## config.mk

```make
export PLATFORM = sky130hd
export DESIGN_NAME = prim_recursion_ctrl
export DESIGN_NICKNAME = d
export VERILOG_FILES = /design/src/rtl/prim_recursion_ctrl.sv
export SDC_FILE = /design/constraint.sdc
export NUM_CORES = 1
export LEC_CHECK = 0
export BUFFER_PORTS_ARGS = -buffer_cell sky130_fd_sc_hd__buf_2
export CAP_MARGIN = 40
export CORE_ASPECT_RATIO = 0.5
export CORE_MARGIN = 2
export CORE_UTILIZATION = 55
export CTS_BUF_LIST = sky130_fd_sc_hd__clkbuf_2
export DETAILED_ROUTE_END_ITERATION = 16
export HOLD_SLACK_MARGIN = 0.08
export MAX_ROUTING_LAYER = met4
export PLACE_DENSITY = 0.95
export SLEW_MARGIN = 20
export SYNTH_ARGS = -nofsm -noshare
export SYNTH_HDL_FRONTEND = slang
export SYNTH_SLANG_ARGS = --single-unit
```

## constraint.sdc

```tcl
create_clock -name CLK -period 7.1 [get_ports CLK]
set_input_delay 0.355 -clock CLK [delete_from_list [all_inputs] [get_ports CLK]]
set_output_delay 0.355 -clock CLK [all_outputs]
set_load 0.05 [all_outputs]
```

## src/rtl/prim_recursion_ctrl.sv

```systemverilog
// rtl/prim_recursion_ctrl.sv - primitive-recursion sequencer driving external base unit g and step unit h
module prim_recursion_ctrl #(
  parameter int BW    = 16,
  parameter int NARGS = 2,
  parameter int TMO   = 1024
) (
  input  logic                  CLK,
  input  logic                  RST,
  input  logic                  ST,
  input  logic [NARGS*BW-1:0]   ARGS,
  input  logic [BW-1:0]         N,
  output logic                  RD,
  output logic [BW-1:0]         RES,
  output logic                  ERR,
  output logic                  G_ST,
  input  logic                  G_RD,
  input  logic [BW-1:0]         G_RES,
  output logic                  H_ST,
  input  logic                  H_RD,
  input  logic [BW-1:0]         H_RES,
  output logic [NARGS*BW-1:0]   X,
  output logic [BW-1:0]         H_K,
  output logic [BW-1:0]         H_ACC
);

  localparam int CW = $clog2(TMO + 1);
  localparam logic [CW-1:0] TMO_LAST = CW'(TMO - 1);

  localparam logic [2:0] S_IDLE    = 3'd0;
  localparam logic [2:0] S_G_START = 3'd1;
  localparam logic [2:0] S_G_WAIT  = 3'd2;
  localparam logic [2:0] S_H_START = 3'd3;
  localparam logic [2:0] S_H_WAIT  = 3'd4;

  logic [2:0]          state_q, state_d;
  logic [NARGS*BW-1:0] x_q, x_d;
  logic [BW-1:0]       n_q, n_d;
  logic [BW-1:0]       k_q, k_d;
  logic [BW-1:0]       acc_q, acc_d;
  logic [BW-1:0]       res_q, res_d;
  logic                err_q, err_d;
  logic [CW-1:0]       cnt_q, cnt_d;
  logic                st_prev_q, st_prev_d;
  logic                g_rd_prev_q, g_rd_prev_d;
  logic                h_rd_prev_q, h_rd_prev_d;

  logic                st_rise;
  logic                g_done;
  logic                h_done;
  logic                tmo_hit;
  logic [BW-1:0]       k_inc;

  // Edge detectors and small helpers shared by the next-state logic
  always_comb begin
    st_rise = ST & ~st_prev_q;
    g_done  = G_RD & ~g_rd_prev_q;
    h_done  = H_RD & ~h_rd_prev_q;
    tmo_hit = (cnt_q == TMO_LAST);
    k_inc   = k_q + BW'(1);
  end

  // Next-state logic: sequence g once, then h N times; done wins over timeout
  always_comb begin
    state_d     = state_q;
    x_d         = x_q;
    n_d         = n_q;
    k_d         = k_q;
    acc_d       = acc_q;
    res_d       = res_q;
    err_d       = err_q;
    cnt_d       = cnt_q;
    st_prev_d   = ST;
    g_rd_prev_d = G_RD;
    h_rd_prev_d = H_RD;

    case (state_q)
      S_IDLE: begin
        if (st_rise) begin
          x_d     = ARGS;
          n_d     = N;
          err_d   = 1'b0;
          state_d = S_G_START;
        end
      end
      S_G_START: begin
        cnt_d   = '0;
        state_d = S_G_WAIT;
      end
      S_G_WAIT: begin
        if (g_done) begin
          if (n_q == '0) begin
            res_d   = G_RES;
            state_d = S_IDLE;
          end else begin
            acc_d   = G_RES;
            k_d     = '0;
            state_d = S_H_START;
          end
        end else if (tmo_hit) begin
          err_d   = 1'b1;
          res_d   = '0;
          state_d = S_IDLE;
        end else begin
          cnt_d = cnt_q + CW'(1);
        end
      end
      S_H_START: begin
        cnt_d   = '0;
        state_d = S_H_WAIT;
      end
      S_H_WAIT: begin
        if (h_done) begin
          if (k_inc == n_q) begin
            res_d   = H_RES;
            state_d = S_IDLE;
          end else begin
            acc_d   = H_RES;
            k_d     = k_inc;
            state_d = S_H_START;
          end
        end else if (tmo_hit) begin
          err_d   = 1'b1;
          res_d   = '0;
          state_d = S_IDLE;
        end else begin
          cnt_d = cnt_q + CW'(1);
        end
      end
      default: begin
        state_d = S_IDLE;
      end
    endcase
  end

  // State registers; reset aborts any run and clears all edge history
  always_ff @(posedge CLK) begin
    if (RST) begin
      state_q     <= S_IDLE;
      x_q         <= '0;
      n_q         <= '0;
      k_q         <= '0;
      acc_q       <= '0;
      res_q       <= '0;
      err_q       <= 1'b0;
      cnt_q       <= '0;
      st_prev_q   <= 1'b0;
      g_rd_prev_q <= 1'b0;
      h_rd_prev_q <= 1'b0;
    end else begin
      state_q     <= state_d;
      x_q         <= x_d;
      n_q         <= n_d;
      k_q         <= k_d;
      acc_q       <= acc_d;
      res_q       <= res_d;
      err_q       <= err_d;
      cnt_q       <= cnt_d;
      st_prev_q   <= st_prev_d;
      g_rd_prev_q <= g_rd_prev_d;
      h_rd_prev_q <= h_rd_prev_d;
    end
  end

  // Outputs decoded from state and registered operands
  always_comb begin
    RD    = (state_q == S_IDLE);
    G_ST  = (state_q == S_G_START);
    H_ST  = (state_q == S_H_START);
    RES   = res_q;
    ERR   = err_q;
    X     = x_q;
    H_K   = k_q;
    H_ACC = acc_q;
  end

endmodule

```

### Word-level counts from Yosys, hierarchy flattened

Cells that the tools add are included.

| storage, ports and cells | value |
|---|---|
| memories | 0 |
| RAM bits | 0 |
| latch bits | 0 |
| memory bits (read-only) | 0 |
| bits of input ports | 85 |
| register bits | 114 |

| operators by class | value |
|---|---|
| magnitude comparators | 0 |
| bitwise operators | 6 |
| $mul | 0 |
| reduce and logical (&&, ||, !) cells | 11 |
| div/mod/pow operators | 0 |
| multiplexer cells | 32 |
| shifts and indexed selects | 0 |
| $add $sub $neg | 2 |
| equality and inequality tests | 15 |

Operator list:

| cell | count |
|---|---|
| 2-to-1 mux 16 bit | 13 |
| case mux 16 bit (2 select lines) | 3 |
| 2-to-1 mux 11 bit | 3 |
| case mux 11 bit (3 select lines) | 1 |
| adder 16 x 1 -> 16 bit (second input constant) | 1 |
| == test 16 bit | 1 |
| zero test 16 bit | 1 |
| case mux 3 bit (5 select lines) | 1 |
| 2-to-1 mux 3 bit | 4 |
| inequality test 2 bit (second input constant) | 6 |
| adder 11 x 1 -> 11 bit (second input constant) | 1 |
| == test 11 x 10 -> 1 bit (second input constant) | 1 |
| == test 3 x 2 -> 1 bit (second input constant) | 2 |
| inequality test 3 bit (second input constant) | 2 |
| AND reduction 3 bit | 2 |
| nonzero test 3 bit | 2 |
| AND reduction 5 bit | 1 |
| 2-to-1 mux 1 bit | 4 |
| 2-to-1 mux 2 bit | 2 |
| AND reduction 4 bit | 1 |
| AND 1 bit | 3 |
| == test 3 x 1 -> 1 bit (second input constant) | 1 |
| == test 3 bit (second input constant) | 1 |
| zero test 3 bit | 1 |
| 6 further kinds | 8 |

### Depth between registers and ports, before layout

Gate-level depths: netlist of run 1.

| logic depth | value |
|---|---|
| word-level depth | 5 |
| mapped depth | 10 |
| mapped depth without buffers | 9 |

### Worst setup path before layout of run 1

OpenSTA, ideal clock, no wires.

| path | value |
|---|---|
| path type | reg-to-reg |
| start point | reg k_q[0], in the netlist H_K[0] |
| end point | reg res_q[0], in the netlist RES[0] |
| arrival | 3.425 ns |
| stages on the path, launching flop included | 11 |
| path slack | 3.558 ns |
| clock period less this slack | 3.542 ns |
| data required time | 6.983 ns |
| cell sequence | dfxtp_1 ha_1 nand3_1 or4_1 xnor2_1 a41o_1 nor4b_4 o21bai_2 o31a_1 buf_2 a22o_1 |

| between the ends | value |
|---|---|
| cells in the longest elaborated chain, start to end | 4 |

Ends and longest elaborated chain:

| what | line | source |
|---|---|---|
| start, declared | 38 | `logic [BW-1:0] k_q, k_d;` |
| start signal, assigned | 153 | `k_q <= k_d;` |
| adder 16 x 1 -> 16 bit | 59 | `k_inc = k_q + BW'(1);` |
| == test 16 bit | 113 | `if (k_inc == n_q) begin` |
| inequality test 3 bit (no source line) | -- |  |
| AND reduction 3 bit (no source line) | -- |  |
| end signal, assigned | 155 | `res_q <= res_d;` |
| end, declared | 40 | `logic [BW-1:0] res_q, res_d;` |

Every way passes these cells.
A chain may end at the register's enable or synchronous reset.

### Worst setup path in the final report of run 1

| path | value |
|---|---|
| start point | reg k_q[0], in the netlist H_K[0] |
| end point | reg acc_q[15], in the netlist H_ACC[15] |

| between the ends | value |
|---|---|
| cells in the longest elaborated chain, start to end | 4 |

Ends and longest elaborated chain:

| what | line | source |
|---|---|---|
| adder 16 x 1 -> 16 bit | 59 |  |
| == test 16 bit | 113 |  |
| inequality test 2 bit (no source line) | -- |  |
| AND reduction 5 bit (no source line) | -- |  |
| end signal, assigned | 142 | `acc_q <= '0;` |
| end signal, assigned | 154 | `acc_q <= acc_d;` |
| end, declared | 39 | `logic [BW-1:0] acc_q, acc_d;` |

Every way passes these cells.

==> flow_summary.json, run 1 <==
{
  "worst_hold_path_type": "in2reg",
  "cts_resized": 0,
  "clock_latency_ns": 0.69,
  "start_util_pct": 56.3,
  "cp.depth": 11,
  "crit_required_ns": 7.71,
  "h-tree-depth": 4,
  "maxSlewHeadroom_pct": 40.6,
  "cts_tree": "yes",
  "gp_congestion": 0.912,
  "hold_viol": 0,
  "synthArstFlopShare_pct": 0,
  "cpMaxStageDelayCell": "or4_1",
  "die-width_um": 143,
  "reg2reg_from": "H_K[0]",
  "cpPeakStageDelay_ns": 0.64,
  "die_area_mm2": 0.0105,
  "ys_seq_area_share_pct": 43.1,
  "nNetsFinal": 1008,
  "io-pin-count": 169,
  "finalSetupTns_ns": 0,
  "max_freq_mhz": 246,
  "synthToLayoutAreaGrowth_pct": 40.3,
  "cts_buffers": 17,
  "viasPerCell": 6.10,
  "cts_setup_buffers": 0,
  "syn_area_per_cell_um2": 7.82,
  "synthFlopType": "dfxtp_1",
  "synth.area.top_cells": "dfxtp_1 43%, nand2_1 12%, a21oi_1 5.8%",
  "cp-start-kind": "flop",
  "first_global_vias": 6121,
  "hpwl_mm": 10.1,
  "routedWlPerCell_um": 17.9,
  "drtIter0Drc": 826,
  "routed_wl_mm": 19.1,
  "firstDrtPassIters": 9,
  "num_vias": 6515,
  "cts_hold_buf": 98,
  "drive_above_1_share_pct": 22.9,
  "fp.coreArea_mm2": 0.00942,
  "final.fill_count": 536,
  "grt_max_degree": 74,
  "netlist_area_mm2": 0.00530,
  "crit_type": "reg2reg",
  "cts_buffer_depth": 2,
  "path_max_fanout": 36,
  "die_h_um": 73.4,
  "critPathArrivalTime_ns": 4.67,
  "root_buffer": "clkbuf_2",
  "post-place-cells": 938,
  "drc": 0,
  "clk_pin_slew_ns": 0.20,
  "worst_slew_pin_slew_ns": 0.890,
  "period_share_pct": 57.2,
  "setup_viol_count_final": 0,
  "cts.sinks": 114,
  "maxCapViolCount": 0,
  "portBuffers": 168,
  "cellLeakagePower_nw": 3.24,
  "synth.largest_area_cell": "dfxtp_1",
  "fin_worst_skew_ns": 0.0344,
  "grt-ovfl-total": 0,
  "power_per_cell_area_mw_per_mm2": 206,
  "rows": 25,
  "ir_drop_mv": 0.146,
  "slew_violations": 0,
  "ys_ff_latch": 114,
  "post-route-min-period_ns": 4.06,
  "hold_path.startpoint": "H_RES[10]",
  "synthCells": 678,
  "endpoint": "H_ACC[15]",
  "antenna_left": 0,
  "r2r_slack_ns": 3.04,
  "ys_types": 54,
  "synth_fp_nets": 765,
  "crit_start": "H_K[0]",
  "rsz0062_at_grt": "false",
  "layoutNonFillerInstCount": 1068,
  "status": "completed",
  "r2r_end": "H_ACC[15]",
  "crit_path_end_kind": "flop",
  "crit_buf_inv": 2,
  "synth.top_cell.area_share_pct": 43.1,
  "grt.total_usage_pct": 37.0,
  "synth-warning-count": 0,
  "grt_first_pass_wirelength_mm": 29.4,
  "path_cells": "ha_1 > nand3_1 > or4_1 > xnor2_1 > a41o_1 > nor4b_4 > o21bai_4 > buf_12 > nor2_1 > a311oi_1 > dlygate4sd3_1",
  "antenna_found_initial": 1,
  "crit_family": "simple AND/OR/NAND/NOR gates",
  "r2r_cells": 11,
  "synth_edf_count": 0
}
==> stage by stage <==
step	total power, W	setup slack (ns)	cell area [um2]	util, %	hold slack, ns
2_1_floorplan	0.000936	3.56	5300	-	0.419
4_1_cts	0.00150	3.31	7430	78.9	0.0805
6_report	0.00153	3.04	7440	79.0	0.123
5_1_grt	0.00158	2.87	7440	79.0	0.0874
3_5_place_dp	0.00102	3.32	6220	66.0	0.437
3_3_place_gp	0.00101	3.22	6150	65.4	0.432
==> worst reg2reg max path, stage by stage (launching register included) <==
cell and delay (ns):
dfxtp_1 0.60, ha_1 0.40, nand3_1 0.28, or4_1 0.64, xnor2_1 0.19, a41o_1 0.16, nor4b_4 0.07, o21bai_4 0.46
buf_12 0.27, nor2_1 0.07, a311oi_1 0.28, dlygate4sd3_1 0.59
==> layout make-up <==
cell class | instances | area, um2 | area share (%)
diodes | 1 | 2.50 | 0.0336
clock buffers | 17 | 85.1 | 1.14
flip-flops and latches | 114 | 2280 | 30.7
well taps | 135 | 169 | 2.27
repair buffers | 275 | 1930 | 25.9
clock inverters | 13 | 145 | 1.95
multi-input cells | 505 | 2800 | 37.6
inverters | 8 | 30.0 | 0.404
==> cells by family (layout without fill, tap and decap cells) <==
kind of cell	count (synthesis)	in the layout	synth area share, %
and+or+nand+nor	328	328	28.3
AOI/OAI and AO/OA	146	146	18.9
DFF	114	114	43.1
buffers and inverters	59	313	4.49
xor gates and xnor gates	27	27	4.46
adders and majority gates	2	2	0.472
muxes	2	2	0.401
other	0	1	0
==> flip-flops by register name, indices dropped and copies added (netlist names), 3 cells and up <==
name,cells
RES,16
H_ACC,16
state_q,3
n_q,16
cnt_q,11
X,32
H_K,16
==> cell usage in the layout, fill, tap and decap left out, types with 8 or more instances in the layout <==
cell and instances:
a311oi_1 20, nand3_1 43, dlygate4sd3_1 98, nand2_1 170
xnor2_1 15, dfxtp_1 114, a22o_1 16, nand4_1 9
buf_2 168, nor2_1 46, a31oi_1 10, xor2_1 12
clkbuf_2 18, o21ai_0 9, nor3_1 8, a21oi_1 61
inv_1 8, nor4_1 10, nand2b_1 8
==> layer usage <==
| metal | share of wire, % | vias to the layer above | global-route usage [%] |
|---|---|---|---|
| li1 | - | 2857 | - |
| met1 | 37 | 2953 | 41.9 |
| met2 | 46 | 553 | 60.1 |
| met3 | 11 | 152 | 9.00 |
| met4 | 6.1 | 0 | 23.1 |
| met5 | 0 | - | - |
==> power breakdown <==
group | switching [W] | internal, W
registers | 0.0000325 | 0.000676
logic | 0.000237 | 0.000131
clock network | 0.000268 | 0.000187
==> cell usage after synthesis (3+ instances only) <==
library cell,count
xnor2_1,15
o21a_1,7
nand3b_1,3
nor2b_1,8
and4_1,3
or3_1,3
a31oi_1,10
xor2_1,12
dfxtp_1,114
nand4_1,9
nand3_1,43
o31a_1,3
and3_1,3
inv_1,8
nor2_1,46
o21ai_0,9
buf_1,4
buf_2,4
and2_1,3
nand2_1,170
nor3_1,8
a311oi_1,20
nor4_1,11
a21oi_1,61
clkbuf_1,41
nand2b_1,8
a22o_1,16
==> worst min-delay path by stage <==
stage | to | slack, ns | cells past startpoint
CTS | RES[10] | 0.08 | 4
global route | X[13] | 0.09 | 3
global placement | cnt_q[10] | 0.43 | 2
detailed placement | cnt_q[10] | 0.44 | 2
finish | RES[10] | 0.12 | 4
floorplan | cnt_q[10] | 0.42 | 2
(Power assumes the default switching activity.)
==> run 2: changes to the inputs <==
- CORE_UTILIZATION: 55 -> 53
- PLACE_DENSITY: 0.95 -> 0.94
- clock period: 7.1 -> 3.9 ns (I/O delays scaled with it)
==> flow_summary.json, run 2 (synthesis results as in run 1) <==
{
  "period_share_pct": 97.7,
  "clk_pin_slew_ns": 0.22,
  "status": "completed",
  "grt_max_degree": 58,
  "cp-start-kind": "flop",
  "cts_buffers": 17,
  "root_buffer": "clkbuf_2",
  "first_global_vias": 6204,
  "slew_violations": 0,
  "fp.coreArea_mm2": 0.00957,
  "hold_viol": 0,
  "die_h_um": 74.7,
  "start_util_pct": 55.4,
  "post-route-min-period_ns": 3.81,
  "die-width_um": 145,
  "critPathArrivalTime_ns": 4.49,
  "worst_slew_pin_slew_ns": 0.841,
  "io-pin-count": 169,
  "die_area_mm2": 0.0109,
  "gp_congestion": 0.916,
  "worst_slack_ns": 0.0882,
  "synthToLayoutAreaGrowth_pct": 41.9,
  "hpwl_mm": 10.1,
  "clock_latency_ns": 0.71,
  "viasPerCell": 6.07,
  "routedWlPerCell_um": 18.4,
  "num_vias": 6564,
  "grt_first_pass_wirelength_mm": 30.5,
  "r2r_cells": 10,
  "maxSlewHeadroom_pct": 43.4,
  "antenna-diode-count": 0,
  "portBuffers": 168,
  "antenna_left": 0,
  "crit_path_end_kind": "flop",
  "antenna_found_initial": 0,
  "cts.sinks": 114,
  "setup_viol_count_final": 0,
  "most-common-layout-cells": "170 x nand2_1, 168 x buf_2, 114 x dfxtp_1",
  "r2r_slack_ns": 0.09,
  "final.fill_count": 571,
  "holdWs_ns": 0.269,
  "h-tree-depth": 4,
  "crit_type": "reg2reg",
  "rsz0062_at_grt": "false",
  "cts_buffer_depth": 2,
  "final_common_cell": "nand2_1",
  "r2r_end": "H_ACC[8]",
  "worst_hold_path_type": "in2reg",
  "routed_wl_mm": 19.9,
  "hold_path.startpoint": "ARGS[8]",
  "power_w": 0.00275,
  "path_max_fanout": 12,
  "firstDrtPassIters": 8,
  "power_per_cell_area_mw_per_mm2": 365,
  "drive_above_1_share_pct": 22.8,
  "nNetsFinal": 1022,
  "multi_input_area_mm2": 0.00281,
  "grt.total_usage_pct": 36.8,
  "rows": 25,
  "grt-ovfl-total": 0,
  "finalSetupTns_ns": 0,
  "min_to": "X[8]",
  "cts_tree": "yes",
  "fin_worst_skew_ns": 0.0490,
  "crit_required_ns": 4.58,
  "drtIter0Drc": 1050,
  "dp_slack_ns": 0.330,
  "largest_reg_flops": 32,
  "seq_area_mm2": 0.00228,
  "drc": 0,
  "maxCapViolCount": 0,
  "ir_drop_mv": 0.211,
  "holdPathStages": 4,
  "max_freq_mhz": 262,
  "cellLeakagePower_nw": 3.30,
  "reg2reg_from": "H_K[0]"
}
run 2: layout make-up:
type	count	area share (%)
clock buffer	17	1.13
clock inverter	14	1.63
inverter	8	0.399
multi-input combinational	506	37.4
sequential	114	30.3
tap	135	2.25
timing repair buffer	288	26.9
run 2: per-layer routing:
layer / share of wire (%) / global-route usage (%) / vias up
met5: 0 / - / -
met4: 5.5 / 23.5 / 0
met3: 11 / 8.55 / 133
met2: 46 / 61.3 / 543
met1: 37 / 41.3 / 2999
li1: - / - / 2889
run 2: how the worst max path moves through the flow:
stage | end | from | slack, ns | cells after the start
after floorplan | RES[0] | H_K[0] | 0.36 | 10
after global placement | RES[0] | H_K[0] | 0.46 | 9
after detailed placement | RES[4] | H_K[0] | 0.33 | 9
after CTS | RES[4] | H_K[0] | 0.31 | 9
after global routing | H_ACC[8] | H_K[0] | 0.03 | 10
final | H_ACC[8] | H_K[0] | 0.09 | 10
run 2: where the power goes:
| part | switching (W) | leakage (nW) | total (W) | internal [W] |
|---|---|---|---|---|
| registers | 0.0000597 | 0.927 | 0.00129 | 0.00123 |
| clock network | 0.000492 | 0.127 | 0.000767 | 0.000275 |
| logic | 0.000442 | 2.24 | 0.000688 | 0.000246 |
| total | 0.000993 | 3.30 | 0.00275 | 0.00175 |
run 2: worst max-delay path, cell delays in order, from the launching register on:
cell	delay (ns)
dfxtp_1	0.55
ha_1	0.34
nand3_1	0.25
or4_1	0.63
xnor2_1	0.16
a41o_1	0.24
nor4b_4	0.29
buf_4	0.20
o21bai_4	0.18
a311oi_1	0.38
dlygate4sd3_1	0.60
run 2: stage by stage:
stage               instances  utilization (%)  area (um2)
detailed placement        940             64.8        6200
global route             1082             78.6        7520
finish                   1082             78.6        7520
global placement          939             64.6        6180
CTS                      1079             78.2        7490
floorplan                 678                -        5300
run 2: what timing repair did:
| action | in CTS | in global routing |
|---|---|---|
| buffers inserted | 0 | 2 |
| hold buffers | 108 | 0 |
| resized for setup | 0 | 1 |
| endpoints found under the setup margin | 0 | 2 |
| hold endpoints to repair | 84 | 0 |
==> run 3: changes to the inputs <==
- CORE_ASPECT_RATIO: 0.5 -> 1.2
==> flow_summary.json, run 3 (synthesis results as in run 1) <==
{
  "routed_wl_mm": 19.1,
  "critPathArrivalTime_ns": 4.48,
  "grt_first_pass_wirelength_mm": 30.3,
  "worst_slack_ns": 0.106,
  "cts.sinks": 114,
  "clock_latency_ns": 0.73,
  "p_comb_share_pct": 24.7,
  "fin_worst_skew_ns": 0.0450,
  "io-pin-count": 169,
  "ir_drop_mv": 0.262,
  "hold_path.startpoint": "RST",
  "cellLeakagePower_nw": 3.27,
  "rows": 40,
  "finalSetupTns_ns": 0,
  "grt_max_degree": 57,
  "power_w": 0.00276,
  "highest_layer": "met4",
  "drc": 0,
  "period_share_pct": 97.3,
  "cts_buffers": 17,
  "num_vias": 6380,
  "die-width_um": 95.3,
  "hold_viol": 0,
  "power_per_cell_area_mw_per_mm2": 368,
  "fp.coreArea_mm2": 0.00986,
  "grt-ovfl-total": 0,
  "pwr-share-clk_pct": 28.7,
  "p_sw_share_pct": 36.2,
  "maxSlewHeadroom_pct": 50.1,
  "clk_pin_slew_ns": 0.21,
  "nNetsFinal": 1017,
  "crit_type": "reg2reg",
  "reg2reg_from": "H_K[0]",
  "start_util_pct": 53.8,
  "worst_hold_path_type": "in2reg",
  "h-tree-depth": 4,
  "root_buffer": "clkbuf_2",
  "crit_path_end_kind": "flop",
  "max_freq_mhz": 264,
  "holdWs_ns": 0.0946,
  "status": "completed",
  "dr_wl_met2_mm": 9.21,
  "crit_required_ns": 4.59,
  "fin_area_mm2": 0.00751,
  "first_global_vias": 6190,
  "firstDrtPassIters": 6,
  "drive_above_1_share_pct": 23.4,
  "switching_power_w": 0.000998,
  "viasPerCell": 5.96,
  "dp_slack_ns": 0.493,
  "synthToLayoutAreaGrowth_pct": 41.6,
  "wl_met3_mm": 2.00,
  "drtIter0Drc": 789,
  "maxCapViolCount": 0,
  "cts_tree": "yes",
  "cts_buffer_depth": 2,
  "final_common_cell": "nand2_1",
  "final.fill_count": 626,
  "worst_slew_pin_slew_ns": 0.742,
  "hpwl_mm": 10.1,
  "cpMaxStageDelayCell": "or4_1",
  "grt.total_usage_pct": 37.1,
  "cpPeakStageDelay_ns": 0.64,
  "rsz0062_at_grt": "false",
  "largest_reg_flops": 32,
  "die_h_um": 114,
  "portBuffers": 168,
  "gp_congestion": 0.963,
  "antenna_left": 0,
  "met1_length_mm": 7.11,
  "most-common-layout-cells": "170 x nand2_1, 168 x buf_2, 112 x dfxtp_1",
  "routedWlPerCell_um": 17.9,
  "r2r_end": "H_ACC[7]",
  "holdPathStages": 3,
  "path_max_fanout": 48,
  "postPlaceCellArea_mm2": 0.00619,
  "antenna_found_initial": 2,
  "slew_violations": 0,
  "path_cells": "ha_2 > nand3_1 > or4_1 > xnor2_1 > a41o_1 > nor4b_4 > o21bai_4 > clkbuf_8 > a311oi_1 > dlygate4sd3_1",
  "r2r_cells": 10,
  "setup_viol_count_final": 0,
  "cts_setup_buffers": 0,
  "min_to": "H_K[3]",
  "pwr-share-seq_pct": 46.6,
  "die_area_mm2": 0.0108,
  "cp-start-kind": "flop",
  "post-route-min-period_ns": 3.79,
  "p_int_w": 0.00176,
  "r2r_slack_ns": 0.11
}
-- run 3: power by group through the flow --
stage / Clock, W / Combinational [W] / Sequential [W]
after floorplan: 0 / 0.000258 / 0.00145
after global placement: 0 / 0.000549 / 0.00130
after detailed placement: 0 / 0.000560 / 0.00130
after CTS: 0.000786 / 0.000647 / 0.00128
after global routing: 0.000845 / 0.000724 / 0.00129
final: 0.000791 / 0.000682 / 0.00129
-- run 3: area by class of cell --
cell class | count | area [um2] | share of cell area, %
Tap cell | 126 | 158 | 2.10
Inverter | 8 | 30.0 | 0.400
Clock inverter | 14 | 140 | 1.87
Timing Repair Buffer | 284 | 1990 | 26.5
Multi-Input combinational cell | 505 | 2810 | 37.5
Clock buffer | 17 | 85.1 | 1.13
Sequential cell | 114 | 2280 | 30.4
Antenna cell | 2 | 5.00 | 0.0667
-- run 3: how the worst max path moves through the flow --
stage / end / slack (ns) / from / cells after the start
3_3_place_gp: RES[15] / 0.62 / H_K[0] / 9
2_1_floorplan: RES[0] / 0.36 / H_K[0] / 10
4_1_cts: H_ACC[6] / 0.10 / H_K[0] / 11
3_5_place_dp: RES[3] / 0.49 / H_K[0] / 9
6_report: H_ACC[7] / 0.11 / H_K[0] / 10
5_1_grt: H_ACC[7] / 0.02 / H_K[5] / 9
-- run 3: worst max-delay path, delay by kind of cell (launching register included) --
family,cells,cell delay (ns)
xor gates and xnor gates,1,0.17
DFF,1,0.45
AOI/OAI and AO/OA,3,0.77
adders and majority gates,1,0.27
buffers and inverters,2,0.91
and+or+nand+nor,3,1.20
-- run 3: what timing repair did --
action | CTS | global route
hold endpoints to repair | 84 | 0
gates resized for setup | 0 | 7
hold buffers | 106 | 0
endpoints found under the setup margin | 0 | 16
-- run 3: per-stage QoR --
| stage | util (%) | std cells |
|---|---|---|
| 3_3_place_gp | 62.6 | 930 |
| 5_1_grt | 76.1 | 1070 |
| 3_5_place_dp | 62.8 | 931 |
| 6_report | 76.1 | 1070 |
| 2_1_floorplan | - | 678 |
| 4_1_cts | 75.8 | 1068 |
-- run 3: per-layer routing --
metal	GRT usage, %	up-vias
met4	19.2	0
met5	-	-
met1	41.4	2913
met2	58.9	488
li1	-	2882
met3	11.8	97
